`config.mk`:
```
export PLATFORM = sky130hd
export DESIGN_NAME = circular_fifo_core
export DESIGN_NICKNAME = d
export VERILOG_FILES = /design/src/rtl/circular_fifo_core.sv
export SDC_FILE = /design/constraint.sdc
export NUM_CORES = 1
export LEC_CHECK = 0
export BUFFER_PORTS_ARGS = -buffer_cell sky130_fd_sc_hd__buf_4
export CORE_MARGIN = 1.5
export CORE_UTILIZATION = 54
export CTS_CLUSTER_DIAMETER = 40
export DETAILED_ROUTE_END_ITERATION = 16
export PLACE_DENSITY = 0.84
export SKIP_CTS_REPAIR_TIMING = 1
export SYNTH_ARGS = -nofsm -noshare
export SYNTH_HDL_FRONTEND = slang
export SYNTH_SLANG_ARGS = --single-unit
```
`constraint.sdc`:
```
create_clock -name clk -period 2.7 [get_ports clk]
set_input_delay 0.27 -clock clk [delete_from_list [all_inputs] [get_ports clk]]
set_output_delay 0.27 -clock clk [all_outputs]
set_load 0.01 [all_outputs]
```
`src/rtl/circular_fifo_core.sv`:
```
// Circular-buffer FIFO storage engine: wrap-bit pointers, show-ahead read data,
// watermarks, sticky overflow/underflow flags and a synchronous flush.
module circular_fifo_core #(
    parameter int unsigned WIDTH               = 8,
    parameter int unsigned POINTER_WIDTH       = 4,
    parameter int unsigned ALMOST_FULL_THRESH  = 12,
    parameter int unsigned ALMOST_EMPTY_THRESH = 2
) (
    input  logic                     clk,
    input  logic                     reset,
    input  logic                     wr_en,
    input  logic                     rd_en,
    input  logic [WIDTH-1:0]         fifo_input_data,
    input  logic                     flush,
    input  logic                     err_clear,
    output logic [WIDTH-1:0]         fifo_output_data,
    output logic                     full,
    output logic                     empty,
    output logic [POINTER_WIDTH:0]   count,
    output logic                     almost_full,
    output logic                     almost_empty,
    output logic                     overflow,
    output logic                     underflow
);

    localparam int unsigned DEPTH = 2 ** POINTER_WIDTH;
    localparam int unsigned PTR_W = POINTER_WIDTH + 1;

    logic [WIDTH-1:0] r_mem [DEPTH];
    logic [PTR_W-1:0] r_wr_ptr;
    logic [PTR_W-1:0] r_rd_ptr;
    logic             r_overflow;
    logic             r_underflow;

    logic [PTR_W-1:0] w_count;
    logic             w_empty;
    logic             w_full;
    logic             w_wr_accept;
    logic             w_rd_accept;
    logic             w_wr_reject;
    logic             w_rd_reject;

    // Status is a pure function of the pointer registers.
    assign w_count = r_wr_ptr - r_rd_ptr;
    assign w_empty = (r_wr_ptr == r_rd_ptr);
    assign w_full  = (r_wr_ptr[POINTER_WIDTH] != r_rd_ptr[POINTER_WIDTH]) &&
                     (r_wr_ptr[POINTER_WIDTH-1:0] == r_rd_ptr[POINTER_WIDTH-1:0]);

    // A pop on a full FIFO frees the slot that the simultaneous push reuses.
    assign w_wr_accept = !flush && wr_en && (!w_full || rd_en);
    assign w_rd_accept = !flush && rd_en && !w_empty;
    assign w_wr_reject = !flush && wr_en && w_full && !rd_en;
    assign w_rd_reject = !flush && rd_en && w_empty;

    always_ff @(posedge clk) begin
        if (w_wr_accept) begin
            r_mem[r_wr_ptr[POINTER_WIDTH-1:0]] <= fifo_input_data;
        end
    end

    always_ff @(posedge clk or posedge reset) begin
        if (reset) begin
            r_wr_ptr <= '0;
            r_rd_ptr <= '0;
        end else if (flush) begin
            r_wr_ptr <= '0;
            r_rd_ptr <= '0;
        end else begin
            if (w_wr_accept) begin
                r_wr_ptr <= r_wr_ptr + PTR_W'(1);
            end
            if (w_rd_accept) begin
                r_rd_ptr <= r_rd_ptr + PTR_W'(1);
            end
        end
    end

    // Sticky error flags; a new error in the clearing cycle wins.
    always_ff @(posedge clk or posedge reset) begin
        if (reset) begin
            r_overflow  <= 1'b0;
            r_underflow <= 1'b0;
        end else begin
            r_overflow  <= (r_overflow  && !err_clear) || w_wr_reject;
            r_underflow <= (r_underflow && !err_clear) || w_rd_reject;
        end
    end

    assign fifo_output_data = w_empty ? '0 : r_mem[r_rd_ptr[POINTER_WIDTH-1:0]];
    assign full             = w_full;
    assign empty            = w_empty;
    assign count            = w_count;
    assign almost_full      = (w_count >= PTR_W'(ALMOST_FULL_THRESH));
    assign almost_empty     = (w_count <= PTR_W'(ALMOST_EMPTY_THRESH));
    assign overflow         = r_overflow;
    assign underflow        = r_underflow;

endmodule
```
==> reports/results.tsv, run 1 <==
metric	value	unit
preCtsSetupSlack	263	ps
max-cap-violations	0	
hold_start	flush	
diodes	0	
worst-endpoint-required	2430	ps
mappedNetlistArea	5890	um2
drive_above_1_share	32.9	%
xor_xnor_share_of_the_synthesized_area	1.64	%
pwr-share-clk	38.7	%
first_global_vias	3110	
synthesis.yosys.warnings	0	
core.rowCount	37	
die_height	107	um
final_nets	397	
multi_input_comb_area	1640	um2
run_status	completed	
count_of_different_cell_masters_after_synthesis	35	
r2r.worst_path.cells	7	
root_buffer	sky130_fd_sc_hd__clkbuf_8	
wl_per_cell	24.6	um
placed_cell_area	6270	um2
rsz0062_at_grt	true	
p_switching	1460	uW
type_of_the_setup_path_with_the_least_slack	reg2out	
min_period	2640	ps
fmaxAchievable	379	MHz
synth-seq-cells	140	
detail_route.vias_per_cell	6.07	
switching_share_of_power	26.7	%
clk_latency	510	ps
dominant_combinational_cell_family_by_area_after_synthesis	multiplexers	
worst_hold_path.num_cells	2	
wl	12900	um
critPathCaptureType	primary output	
whs	29.7	ps
synthesized_area_fraction_occupied_by_ao_oa_aoi_and_oai_cells	3.63	%
drc	0	
cts_sinks	140	
antenna_viol_nets_final	0	
ff_latch_area	4150	um2
worstMarginPinSlew	930	ps
skew	5.88	ps
crit_arrival	2370	ps
pin_count	33	
startpoint_types	register	
pwr-share-comb	17.3	%
number_of_antenna_violations_at_the_first_check_in_global_routing	0	
grt_start_max_net_pins	37	
clk_pin_slew_worst_paths	60	ps
globalRoute.totalOverflow	0	
syn_to_final_growth	19.5	%
crit_chain	ha_4 -> fa_2 -> inv_1 -> a21o_1 -> a21oi_2 -> xnor2_2 -> a2111oi_2 -> buf_4	
ir_drop	0.000558	V
mapped_nets	338	
r2r-end	r_mem[7][6]	
slew_margin_rel	37.8	%
cts-buffers-inserted	17	
critical_path_peak_fanout	3	
detailroute.via_count	3170	
syn_avg_cell_area	18.8	um2
crit_slowest_cell	sky130_fd_sc_hd__dfrtp_2	
timing.rr.start	r_rd_ptr[2]	
final.setup.worst_slack	62.0	ps
totalNegativeSetupSlack	0	ps
regToRegSetupSlack	120	ps
cts_max_level	4	
post_route_cell_area	7040	um2
mostFrequentLayoutCells	sky130_fd_sc_hd__edfxtp_1, sky130_fd_sc_hd__buf_4, sky130_fd_sc_hd__mux4_2	
detailed_place_hpwl	7210	um
fp.coreArea	10500	um2
layout.cells.most_common	sky130_fd_sc_hd__edfxtp_1	
power_per_cell_area	780	nW/um2
starting_drt_drc_count	425	
cts_buffer_depth	2	
synth-seq-area-share	70.4	%
share_of_cell_area_taken_by_muxes_after_synthesis	14.3	%
timing.hold.worst.class	in2reg	
whs_endpoint	r_rd_ptr[2]	
gpl.final_weighted_congestion	0.892	
fillers	676	
power.share.sequential	44.0	%
netlist_instances	314	
global_route_total_usage_across_every_layer	22.7	%
drv_slew	0	
p_int	4020	uW
power_leakage	0.00253	uW
clock_tree_from_tritoncts	built	
finalHoldViolCount	0	
synth_adder_area_share	2.25	%
critical-path-max-stage-delay	470	ps
floorplan.initialDensity	56.3	%
dr.pass1.iters	4	
portion_of_the_clock_cycle_consumed_by_the_worst_path_in_the_final_layout	97.7	%
grt_pass1_wl	18300	um
report.power.total	5490	uW
die_w	107	um
design.die.area	11500	um2
final_setup_viols	0	
portBuffers	32	
synth-simple-area-share	4.89	%
## metal layers
layer	vias up	share of wire [%]	global-route usage, %	wire length [um]
met5	-	0	0	0
met4	0	1.7	8.36	213
li1	1383	-	-	-
met1	1625	39	30.1	5010
met2	150	53	37.6	6780
met3	12	6.6	4.66	853
## per-stage QoR
stage | util, % | std cells
final | 67.3 | 522
after global routing | 67.3 | 522
after global placement | 59.9 | 476
after detailed placement | 59.9 | 476
after floorplan | - | 314
after CTS | 65.1 | 508
## how the worst max path moves through the flow
stage	from	end	slack, ps	cells after the start
after floorplan	r_rd_ptr[1]	almost_empty	50	10
after global placement	r_wr_ptr[0]	r_mem[3][7]	360	7
after detailed placement	r_wr_ptr[0]	r_mem[4][6]	260	7
after CTS	r_wr_ptr[0]	almost_empty	-280	9
after global routing	r_rd_ptr[0]	almost_empty	-20	8
final	r_rd_ptr[0]	almost_empty	60	8
## Yosys cell counts
| cell type | count | area [um2] |
|---|---|---|
| sky130_fd_sc_hd__a2111oi_0 | 1 | 8.76 |
| sky130_fd_sc_hd__a211oi_1 | 16 | 120 |
| sky130_fd_sc_hd__a21o_1 | 3 | 22.5 |
| sky130_fd_sc_hd__a21oi_1 | 5 | 25.0 |
| sky130_fd_sc_hd__and2_1 | 1 | 6.26 |
| sky130_fd_sc_hd__and3_1 | 15 | 93.8 |
| sky130_fd_sc_hd__buf_12 | 1 | 20.0 |
| sky130_fd_sc_hd__buf_2 | 3 | 15.0 |
| sky130_fd_sc_hd__buf_4 | 3 | 22.5 |
| sky130_fd_sc_hd__buf_6 | 2 | 22.5 |
| sky130_fd_sc_hd__clkbuf_1 | 5 | 18.8 |
| sky130_fd_sc_hd__clkbuf_4 | 1 | 7.51 |
| sky130_fd_sc_hd__clkbuf_8 | 1 | 13.8 |
| sky130_fd_sc_hd__dfrtp_1 | 12 | 300 |
| sky130_fd_sc_hd__edfxtp_1 | 128 | 3840 |
| sky130_fd_sc_hd__fa_1 | 1 | 20.0 |
| sky130_fd_sc_hd__ha_1 | 9 | 113 |
| sky130_fd_sc_hd__inv_1 | 13 | 48.8 |
| sky130_fd_sc_hd__inv_2 | 1 | 3.75 |
| sky130_fd_sc_hd__mux2i_1 | 9 | 90.1 |
| sky130_fd_sc_hd__mux4_1 | 8 | 210 |
| sky130_fd_sc_hd__mux4_2 | 24 | 541 |
| sky130_fd_sc_hd__nand2_1 | 1 | 3.75 |
| sky130_fd_sc_hd__nand3_1 | 1 | 5.00 |
| sky130_fd_sc_hd__nand3b_1 | 1 | 7.51 |
| sky130_fd_sc_hd__nand4_1 | 4 | 25.0 |
| sky130_fd_sc_hd__nor2_1 | 14 | 52.6 |
| sky130_fd_sc_hd__nor2b_1 | 10 | 62.6 |
| sky130_fd_sc_hd__nor3b_2 | 1 | 12.5 |
| sky130_fd_sc_hd__o21ai_0 | 4 | 20.0 |
| sky130_fd_sc_hd__o31a_1 | 1 | 8.76 |
| sky130_fd_sc_hd__o32ai_1 | 1 | 8.76 |
| sky130_fd_sc_hd__or3_1 | 3 | 18.8 |
| sky130_fd_sc_hd__xnor2_1 | 6 | 52.6 |
| sky130_fd_sc_hd__xor2_1 | 5 | 43.8 |
## area by class of cell
class / instances / share of cell area [%]
Inverter: 14 / 0.747
Clock buffer: 18 / 5.94
Tap cell: 136 / 2.42
Sequential cell: 140 / 58.9
Clock inverter: 14 / 1.85
Timing Repair Buffer: 56 / 6.90
Multi-Input combinational cell: 144 / 23.2
## critical path, delay by kind of cell, from the launching register on
kind,cells,cell delay [ps]
compound gates,3,440
xor+xnor,1,150
fa+ha+maj,2,550
buf+inv,2,250
flops,1,470
## power by group through the flow
stage | sequential (uW) | clock (uW) | combinational [uW]
detailed placement | 2450 | 0 | 801
global route | 2420 | 2230 | 1010
CTS | 2410 | 2140 | 809
global placement | 2450 | 0 | 785
finish | 2420 | 2120 | 952
floorplan | 2450 | 0 | 504
## flip-flops by register name, summed over array words and instances (netlist names)
register and flops:
underflow 1, r_wr_ptr 5, r_mem 128, r_rd_ptr 5
overflow 1
## cells by family (layout without fill, tap and decap cells)
family          after synthesis  count (layout)
flops                       140             140
buf+inv                      30             102
fa+ha+maj                    10              10
simple gates                 51              51
xor+xnor                     11              11
compound gates               31              31
mux                          41              41
No activity file was read; power rests on OpenSTA's default activity.
==> inputs of run 2 (changes only) <==
CORE_UTILIZATION = 30   (was 54)
HOLD_SLACK_MARGIN = 0.06   (was unset)
PLACE_DENSITY = 0.56   (was 0.84)
==> run 2 against run 1 <==
  * Core utilization shrank 30 points
  * Clock skew increased by 5.6 ps
  * Sequential power about the same
  * Critical endpoint is now fifo_output_data[2]
==> reports/results.tsv, run 2 (synthesized netlist as in run 1, its figures left out) <==
metric	value	unit
floorplan.initialDensity	30.5	%
global_route_total_usage_across_every_layer	12.9	%
globalRoute.totalOverflow	0	
dr.pass1.iters	4	
clk_pin_slew_worst_paths	60	ps
totalNegativeSetupSlack	0	ps
portBuffers	32	
root_buffer	sky130_fd_sc_hd__clkbuf_16	
power_per_cell_area	774	nW/um2
clk_latency	420	ps
mostFrequentLayoutCells	sky130_fd_sc_hd__edfxtp_1, sky130_fd_sc_hd__buf_4, sky130_fd_sc_hd__mux4_2	
power_leakage	0.00249	uW
critical-path-max-stage-delay	550	ps
critPathCaptureType	primary output	
slew_margin_rel	65.1	%
run_status	completed	
critical_path_peak_fanout	16	
layoutNonFillerInstCount	644	
drive_above_1_share	28.8	%
max-cap-violations	0	
post_route_cell_area	7120	um2
cts_buffer_depth	2	
syn_to_final_growth	20.9	%
cts_max_level	4	
pin_count	33	
core.rowCount	51	
crit_chain	buf_12 -> mux4_1 -> nor2b_1 -> a211oi_1 -> a211oi_2 -> buf_4	
cts_sinks	140	
wl	12200	um
worstMarginPinSlew	518	ps
timing.hold.worst.class	in2reg	
fp.coreArea	19300	um2
grt_start_max_net_pins	36	
skew	11.5	ps
gpl.final_weighted_congestion	0.822	
detailed_place_hpwl	7780	um
antenna_viol_nets_final	0	
fmaxAchievable	382	MHz
detail_route.vias_per_cell	4.66	
final_setup_viols	0	
ir_drop	0.000430	V
placed_cell_area	6460	um2
worst-endpoint-required	2430	ps
first_global_vias	3270	
layout.cells.most_common	sky130_fd_sc_hd__edfxtp_1	
dp.cells	607	
die_height	143	um
finalHoldViolCount	0	
clock_tree_from_tritoncts	built	
portion_of_the_clock_cycle_consumed_by_the_worst_path_in_the_final_layout	96.9	%
starting_drt_drc_count	247	
number_of_antenna_violations_at_the_first_check_in_global_routing	0	
whs	132	ps
largest_reg_flops	128	
diodes	0	
min_period	2620	ps
report.power.total	5510	uW
drv_slew	0	
cts-buffers-inserted	17	
design.die.area	20500	um2
startpoint_types	register	
detailroute.via_count	3004	
crit_slowest_cell	sky130_fd_sc_hd__mux4_1	
drc	0	
wl_per_cell	19.0	um
grt_pass1_wl	18900	um
final_nets	390	
type_of_the_setup_path_with_the_least_slack	reg2out	
die_w	143	um
crit_arrival	2350	ps
## run 2: cell count changes in the layout (fill, tap and decap cells not counted), sizes merged
cell / before / now
inv: 21 / 15
clkinvlp: 2 / 4
bufinv: 0 / 2
clkinv: 5 / 8
buf: 52 / 46
clkbuf: 20 / 18
## run 2: stage by stage
stage               worst slack (ps)  utilization (%)
CTS                             -162             36.4
detailed placement               292             33.4
floorplan                       47.4                -
global placement                 375             33.4
finish                          83.6             36.8
global route                   -13.7             36.8
## run 2: worst max-delay path: cells and delay by family (launching register included)
family | cells | cell delay, ps
flip-flops | 1 | 420
multiplexers | 1 | 550
buffers and inverters | 2 | 350
AO/OA/AOI/OAI | 2 | 440
AND/OR/NAND/NOR | 1 | 150
## run 2: report_power, final
part	internal, uW	switching [uW]
combinational	422	448
sequential	2390	18.4
clock	1350	874
total	4170	1340
## run 2: layout make-up
cell class,count,area [um2]
inverter,14,52.6
tap,265,332
timing repair buffer,49,415
clock inverter,15,150
sequential,140,4150
multi-input combinational,144,1600
clock buffer,17,425
fill,1770,12200
## run 2: path summary, 6_finish.rpt
kind                       cells after the start  slack (ps)                   to         from
setup / recovery                               6          80  fifo_output_data[2]  r_rd_ptr[1]
hold / removal                                 2         130          r_rd_ptr[2]        flush
setup reg to reg                               6         350          r_mem[6][6]  r_wr_ptr[3]
hold reg to reg                                2         540            underflow    underflow
max in group asynchronous                      3        1870          r_wr_ptr[0]        reset
min in group asynchronous                      3         440          r_wr_ptr[4]        reset
## run 2: routing by layer
metal / wire length [um] / GRT usage, % / vias to the layer above
met4: 241 / 5.70 / 0
met2: 5960 / 20.8 / 57
met5: 0 / 0 / -
li1: - / - / 1371
met1: 5510 / 16.3 / 1560
met3: 499 / 3.55 / 16
==> inputs of run 3 (changes only) <==
CORE_MARGIN = 2   (was 1.5)
==> run 3 against run 2 <==
  * Design area up 0.25%
  * Clock-buffer cell count up 1
  * Total power up 1.9%
  * Non-clock buffer count unchanged
  * Die area up 1.4%
  * Critical path depth up 2
  * Wire length down 3.4%
  * Largest cell class unchanged
  * Largest power group unchanged
==> reports/results.tsv, run 3 (synthesized netlist as in run 1, its figures left out) <==
metric	value	unit
fmaxAchievable	377	MHz
wl_per_cell	18.4	um
largest_reg_flops	128	
fp.coreArea	19300	um2
starting_drt_drc_count	114	
antenna_viol_nets_final	0	
cts_sinks	140	
worstMarginPinSlew	895	ps
cts_buffer_depth	2	
detailroute.via_count	2934	
core.rowCount	51	
whs	85.1	ps
final.setup.worst_slack	48.7	ps
layout.cells.most_common	sky130_fd_sc_hd__edfxtp_1	
portion_of_the_clock_cycle_consumed_by_the_worst_path_in_the_final_layout	98.2	%
mostFrequentLayoutCells	sky130_fd_sc_hd__edfxtp_1, sky130_fd_sc_hd__buf_4, sky130_fd_sc_hd__mux4_2	
globalRoute.totalOverflow	0	
number_of_antenna_violations_at_the_first_check_in_global_routing	0	
ir_drop	0.000438	V
grt_pass1_wl	18100	um
dr.pass1.iters	4	
drc	0	
global_route_total_usage_across_every_layer	12.1	%
portBuffers	32	
root_buffer	sky130_fd_sc_hd__clkbuf_16	
gpl.final_weighted_congestion	0.857	
post_route_cell_area	7140	um2
floorplan.initialDensity	30.5	%
preCtsSetupSlack	251	ps
grt_start_max_net_pins	36	
worst-endpoint-required	2430	ps
critical_path_peak_fanout	12	
skew	6.28	ps
fillers	1787	
run_status	completed	
hold_start	err_clear	
dp.cells	606	
first_global_vias	3083	
clk_pin_slew_worst_paths	50	ps
wl	11800	um
critical_path.startpoint	r_wr_ptr[0]	
design.die.area	20800	um2
slew_margin_rel	40.1	%
timing.rr.start	r_wr_ptr[0]	
startpoint_types	register	
layoutNonFillerInstCount	641	
drive_above_1_share	29.0	%
pin_count	33	
finalHoldViolCount	0	
drv_slew	0	
max-cap-violations	0	
ff_latch_area	4150	um2
rsz0062_at_grt	true	
multi_input_comb_area	1600	um2
syn_to_final_growth	21.2	%
clk_latency	410	ps
final_setup_viols	0	
power_per_cell_area	787	nW/um2
detailed_place_hpwl	7810	um
crit_arrival	2380	ps
cts-buffers-inserted	17	
detail_route.vias_per_cell	4.58	
min_period	2650	ps
clock_tree_from_tritoncts	built	
critPathCaptureType	primary output	
cts_max_level	4	
type_of_the_setup_path_with_the_least_slack	reg2out	
timing.hold.worst.class	in2reg	
die_height	144	um
power_leakage	0.00250	uW
final_nets	390	
placed_cell_area	6440	um2
diodes	0	
die_w	144	um
## run 3: through the flow
step / total power [uW] / utilization [%] / setup TNS, ps
floorplan: 2960 / - / 0
global placement: 3260 / 33.3 / 0
detailed placement: 3270 / 33.3 / 0
CTS: 5610 / 36.4 / -347
global route: 5820 / 36.9 / -46.2
finish: 5610 / 36.9 / 0
## run 3: power breakdown
group	leakage, uW	total, uW	switching, uW	internal [uW]
sequential	0.00131	2410	15.4	2390
combinational	0.000896	853	436	417
clock	0.000290	2350	820	1530
total	0.00250	5610	1270	4340
## run 3: path summary, 6_finish.rpt
path / slack [ps] / depth (start not counted) / to
setup / recovery: 50 / 8 / fifo_output_data[1]
hold / removal: 90 / 2 / underflow
setup reg to reg: 350 / 7 / r_mem[4][4]
hold reg to reg: 530 / 2 / underflow
max in group asynchronous: 1880 / 3 / r_rd_ptr[1]
min in group asynchronous: 450 / 3 / r_wr_ptr[2]
## run 3: layout make-up
class | count | area share [%]
Sequential cell | 140 | 58.1
Multi-Input combinational cell | 144 | 22.4
Clock buffer | 18 | 6.01
Timing Repair Buffer | 49 | 5.70
Tap cell | 265 | 4.65
Clock inverter | 11 | 2.40
Inverter | 14 | 0.736
## run 3: layer usage
| layer | up-vias | wire length (um) | track usage (%) | share of wire, % |
|---|---|---|---|---|
| met5 | - | 0 | 0 | 0 |
| met4 | 0 | 128 | 4.33 | 1.1 |
| met3 | 8 | 353 | 2.65 | 3.0 |
| met2 | 48 | 6180 | 20.9 | 52 |
| met1 | 1512 | 5130 | 14.9 | 44 |
| li1 | 1366 | - | - | - |
## run 3: worst max-delay path, cell delays in order (launching register included)
cell and delay (ps):
sky130_fd_sc_hd__dfrtp_2 430, sky130_fd_sc_hd__inv_1 120, sky130_fd_sc_hd__ha_2 290, sky130_fd_sc_hd__nand4_1 120
sky130_fd_sc_hd__buf_4 140, sky130_fd_sc_hd__nor2_1 70, sky130_fd_sc_hd__buf_4 190, sky130_fd_sc_hd__a211oi_1 400
sky130_fd_sc_hd__buf_4 210
